[src/rtl/thread_issue_sched.sv]
// Barrel-style thread issue scheduler: per-thread run/stall/cooldown state and a
// round-robin arbiter that registers one issued thread id per cycle.
module thread_issue_sched #(
  parameter int NTHREAD   = 8,
  parameter int TIDW      = $clog2(NTHREAD),
  parameter int PIPEDEPTH = 7
) (
  input  logic               clk,
  input  logic               rstn,
  input  logic               run_set,
  input  logic [TIDW-1:0]    run_set_tid,
  input  logic               run_clr,
  input  logic [TIDW-1:0]    run_clr_tid,
  input  logic               stall,
  input  logic [TIDW-1:0]    stall_tid,
  input  logic               wake,
  input  logic [TIDW-1:0]    wake_tid,
  input  logic               issue_en,
  output logic               issue_valid,
  output logic [TIDW-1:0]    issue_tid,
  output logic               issue_parity,
  output logic [NTHREAD-1:0] run_mask,
  output logic [NTHREAD-1:0] stall_mask
);

  localparam int              CDW      = $clog2(PIPEDEPTH) + 1;
  localparam logic [CDW-1:0]  CD_LOAD  = CDW'(PIPEDEPTH - 1);
  localparam logic [TIDW-1:0] LAST_RST = TIDW'(NTHREAD - 1);

  logic [NTHREAD-1:0] run_q, run_d;
  logic [NTHREAD-1:0] stall_q, stall_d;
  logic [NTHREAD-1:0] elig;
  logic [TIDW-1:0]    last_q, last_d;
  logic               valid_q, valid_d;
  logic [TIDW-1:0]    tid_q, tid_d;
  logic               par_q, par_d;

  logic               found;
  logic               fire;
  logic [TIDW-1:0]    win;
  logic [TIDW-1:0]    scan_idx;

  for (genvar gi = 0; gi < NTHREAD; gi++) begin : g_thr
    localparam logic [TIDW-1:0] TID = TIDW'(gi);

    logic           set_hit, clr_hit, stall_hit, wake_hit;
    logic [CDW-1:0] cd_q, cd_d;

    assign set_hit   = run_set && (run_set_tid == TID);
    assign clr_hit   = run_clr && (run_clr_tid == TID);
    assign stall_hit = stall   && (stall_tid   == TID);
    assign wake_hit  = wake    && (wake_tid    == TID);

    // Halt beats start; stall beats wake; stall on a halted thread is dropped.
    assign run_d[gi]   = !clr_hit && (set_hit || run_q[gi]);
    assign stall_d[gi] = !clr_hit &&
                         ((stall_hit && run_q[gi]) || (stall_q[gi] && !wake_hit));

    // A same-cycle stall or halt blocks the thread even if it was otherwise ready.
    assign elig[gi] = run_q[gi] && !stall_q[gi] && (cd_q == '0) && !stall_hit && !clr_hit;

    always_comb begin
      cd_d = cd_q;
      if (clr_hit) begin
        cd_d = '0;
      end else if (fire && (win == TID)) begin
        cd_d = CD_LOAD;
      end else if (cd_q != '0) begin
        cd_d = cd_q - CDW'(1);
      end
    end

    always_ff @(posedge clk or negedge rstn) begin
      if (!rstn) begin
        cd_q <= '0;
      end else begin
        cd_q <= cd_d;
      end
    end
  end

  // Scan upward from last_q+1; the final step wraps back onto last_q itself.
  always_comb begin
    found    = 1'b0;
    win      = last_q;
    scan_idx = '0;
    for (int k = 1; k <= NTHREAD; k++) begin
      scan_idx = last_q + TIDW'(k);
      if (!found && elig[scan_idx]) begin
        found = 1'b1;
        win   = scan_idx;
      end
    end
  end

  assign fire = issue_en && found;

  always_comb begin
    valid_d = 1'b0;
    tid_d   = tid_q;
    par_d   = par_q;
    last_d  = last_q;
    if (fire) begin
      valid_d = 1'b1;
      tid_d   = win;
      par_d   = ^win;
      last_d  = win;
    end
  end

  always_ff @(posedge clk or negedge rstn) begin
    if (!rstn) begin
      run_q   <= '0;
      stall_q <= '0;
      last_q  <= LAST_RST;
      valid_q <= 1'b0;
      tid_q   <= '0;
      par_q   <= 1'b0;
    end else begin
      run_q   <= run_d;
      stall_q <= stall_d;
      last_q  <= last_d;
      valid_q <= valid_d;
      tid_q   <= tid_d;
      par_q   <= par_d;
    end
  end

  assign issue_valid  = valid_q;
  assign issue_tid    = tid_q;
  assign issue_parity = par_q;
  assign run_mask     = run_q;
  assign stall_mask   = stall_q;

endmodule

[config.mk]
export PLATFORM = sky130hd
export DESIGN_NAME = thread_issue_sched
export DESIGN_NICKNAME = d
export VERILOG_FILES = /design/src/rtl/thread_issue_sched.sv
export SDC_FILE = /design/constraint.sdc
export NUM_CORES = 1
export LEC_CHECK = 0
export CAP_MARGIN = 40
export CORE_MARGIN = 4
export CORE_UTILIZATION = 50
export DETAILED_ROUTE_END_ITERATION = 16
export PLACE_DENSITY_LB_ADDON = 0.05
export SKIP_CTS_REPAIR_TIMING = 1
export SYNTH_ARGS = -nofsm -noshare
export SYNTH_HDL_FRONTEND = slang
export SYNTH_SLANG_ARGS = --single-unit
[constraint.sdc]
create_clock -name clk -period 5.2 [get_ports clk]
set_input_delay 1.04 -clock clk [delete_from_list [all_inputs] [get_ports clk]]
set_output_delay 1.04 -clock clk [all_outputs]
set_load 0.1 [all_outputs]
==> impl_metrics.toml <==
[placed_design]
gp_congestion = 0.987
hpwl_mm = 8.90
place_ws_ns = 0.0846
place_inst = 623
io_buffers = 39

[floorplanning]
dieHeight_um = 101
die_width_um = 101
num_rows = 33
start_util = 0.519
core_region_area_um2 = 8300
ios = 40
die_area_um2 = 10200

[clock_network]
path_clk_slew_ns = 0.11
htreeDepth = 2
cts.sinks = 56
tritoncts = "yes"
cts_made_buffers = 5
cts_root_buffer = "clkbuf_8"
cts_buffer_depth = 2
clock_latency_ns = 0.32

[final_layout]
layout_commonest_cell = "dfrtp_1"
nets = 566
layout_common_cells = "53 x dfrtp_1, 38 x nand2_1, 38 x clkdlybuf4s50_1, 30 x nor2_1, 29 x a21oi_1"
drive_gt1_frac = 0.179
instances_no_fill = 631
final_core_utilization = 0.644
syn_to_final_growth_pct = 24.0
n_antenna_cell = 0

[worst_setup_path]
cp_data_required_time_ns = 5.44
crit_path_start_kind = "input port"
critical_path_class = "input port to flip-flop"
crit_fanout = 12
endpoint_kind = "flip-flop"
cp.arrival_ns = 5.05

[yosys]
synth_edf_count = 0
syn-num-nets = 498
synth.top_cell.area_share = 0.308
yosysUniqueCellTypes = 79
netlist_area_um2 = 4310
syn_inst = 457
async_flop_share = 1.00
ys_ff_latch = 56
synth.area.top_cells = "dfrtp_1 31%, ha_1 6.4%, a21oi_1 3.4%"
synth_ff_type = "dfrtp_1"
syn_area_per_cell_um2 = 9.43
ys_warn_count = 0
yosysTopAreaCell = "dfrtp_1"
synth-seq-area-share = 0.326

[global_routing]
grt_use_total = 0.237
antenna_found_initial = 0
grt-ovfl-total = 0
grt_max_degree = 57
grt_pass1_wl_mm = 19.2
grt_pass1_vias = 3733

[detailed_routing]
route.detailed.drc = 0
post_drt_via_cell_ratio = 6.14
drt-initial-drc-count = 302
vias = 3876
final_antenna_net_count = 0
drt-total-wl_mm = 11.4
wire_per_inst_um = 18.1
dr.pass1.iters = 4

[sta]
slew_headroom = 0.517
setup_tns_ns = 0
rsz0062_at_grt = "false"
finClkSkew_ns = 0.0123
hold_viol_final = 0
maxSlewViolCount = 0
timing.fmax_mhz = 208
finalWorstSetupSlack_ns = 0.392
final-setup-viol-count = 0
post-route-period-util = 0.925
min_period_ns = 4.81
tightest_slew_ns = 0.725

[flow_run]
cap_viol_max_count = 0

[min_path]
hp-class = "flip-flop to flip-flop"

[outcome]
status = "finished clean"
[kinds of logic (layout without fill, tap and decap cells)]
kind of cell,after synthesis,after routing,share of synthesized area
adder cells (fa/ha/maj),22,22,0.0639
AO/OA/AOI/OAI,111,111,0.199
buffers and inverters,49,118,0.0517
XOR/XNOR,19,19,0.0386
AND/OR/NAND/NOR,178,178,0.252
flip-flops,56,56,0.326
multiplexers,22,22,0.0691
[metrics by stage]
stage / hold WS (ns) / cell area [µm²]
floorplan: 0.558 / 4310
global placement: 0.493 / 4880
detailed placement: 0.493 / 5250
CTS: 0.522 / 5340
global route: 0.549 / 5340
finish: 0.507 / 5340
[routing by layer]
| metal | wire length, µm | track usage | vias up |
|---|---|---|---|
| met1 | 5200 | 0.342 | 1881 |
| li1 | - | - | 1845 |
| met2 | 5370 | 0.375 | 130 |
| met4 | 254 | 0.0663 | 0 |
| met3 | 573 | 0.0298 | 20 |
| met5 | 0 | 0 | - |
[cells in the mapped netlist (4+ instances only)]
library cell,count
xnor2_1,10
a22oi_1,8
nand2b_1,11
or3b_1,4
mux2i_1,9
inv_1,23
o21ai_0,12
nor3_1,13
and3b_1,4
mux4_2,5
buf_6,4
nor4bb_1,4
nand4_1,10
or3_1,10
nand2_1,38
and4b_1,6
a31oi_1,7
dfrtp_1,53
and3_1,4
nor2_1,30
or4_1,4
xor2_1,9
clkbuf_1,12
buf_2,4
o21a_1,4
mux2_2,6
ha_1,22
a311oi_1,7
nand3_1,6
a21oi_1,29
nor2b_1,7
[final cells by class]
cell class                      count  area [µm²]
Tap cell                          105         131
Clock buffer                        5        68.8
Clock inverter                      3        28.8
Multi-Input combinational cell    352        2680
Timing Repair Buffer               84         931
Fill cell                         691        2960
Sequential cell                    56        1410
Inverter                           26        97.6
[state kept, by name (all words and copies together) (netlist names)]
signal	cells
run_mask	8
g_thr.cd_q	32
issue_valid	1
stall_mask	8
last_q	3
issue_tid	3
issue_parity	1
[critical path, stage by stage]
cell and delay, ns:
clkdlybuf4s50_1 0.62, and4bb_2 0.36, or4_1 0.55, mux2_2 0.34
mux4_2 0.50, and2_1 0.28, a311oi_2 0.26, xnor2_1 0.18
inv_1 0.09, ha_1 0.30, or3_1 0.37, a31oi_1 0.16
[worst paths after layout]
check | startpoint | to | slack (ns) | depth (start not counted)
min | issue_tid[1]$_DFFE_PN0P_ | issue_tid[1]$_DFFE_PN0P_ | 0.51 | 2
min reg2reg | issue_tid[1]$_DFFE_PN0P_ | issue_tid[1]$_DFFE_PN0P_ | 0.51 | 2
max reg2reg | last_q[0]$_DFFE_PN1P_ | issue_parity$_DFFE_PN0P_ | 0.60 | 13
min in group asynchronous | rstn | stall_mask[1]$_DFF_PN0_ | 0.85 | 2
max | run_clr_tid[2] | issue_parity$_DFFE_PN0P_ | 0.39 | 12
max in group asynchronous | rstn | g_thr[2].cd_q[1]$_DFFE_PN0P_ | 3.87 | 2
Power is not shown: default switching activity piles up to over one toggle a cycle in this logic, so the estimate is an artifact.
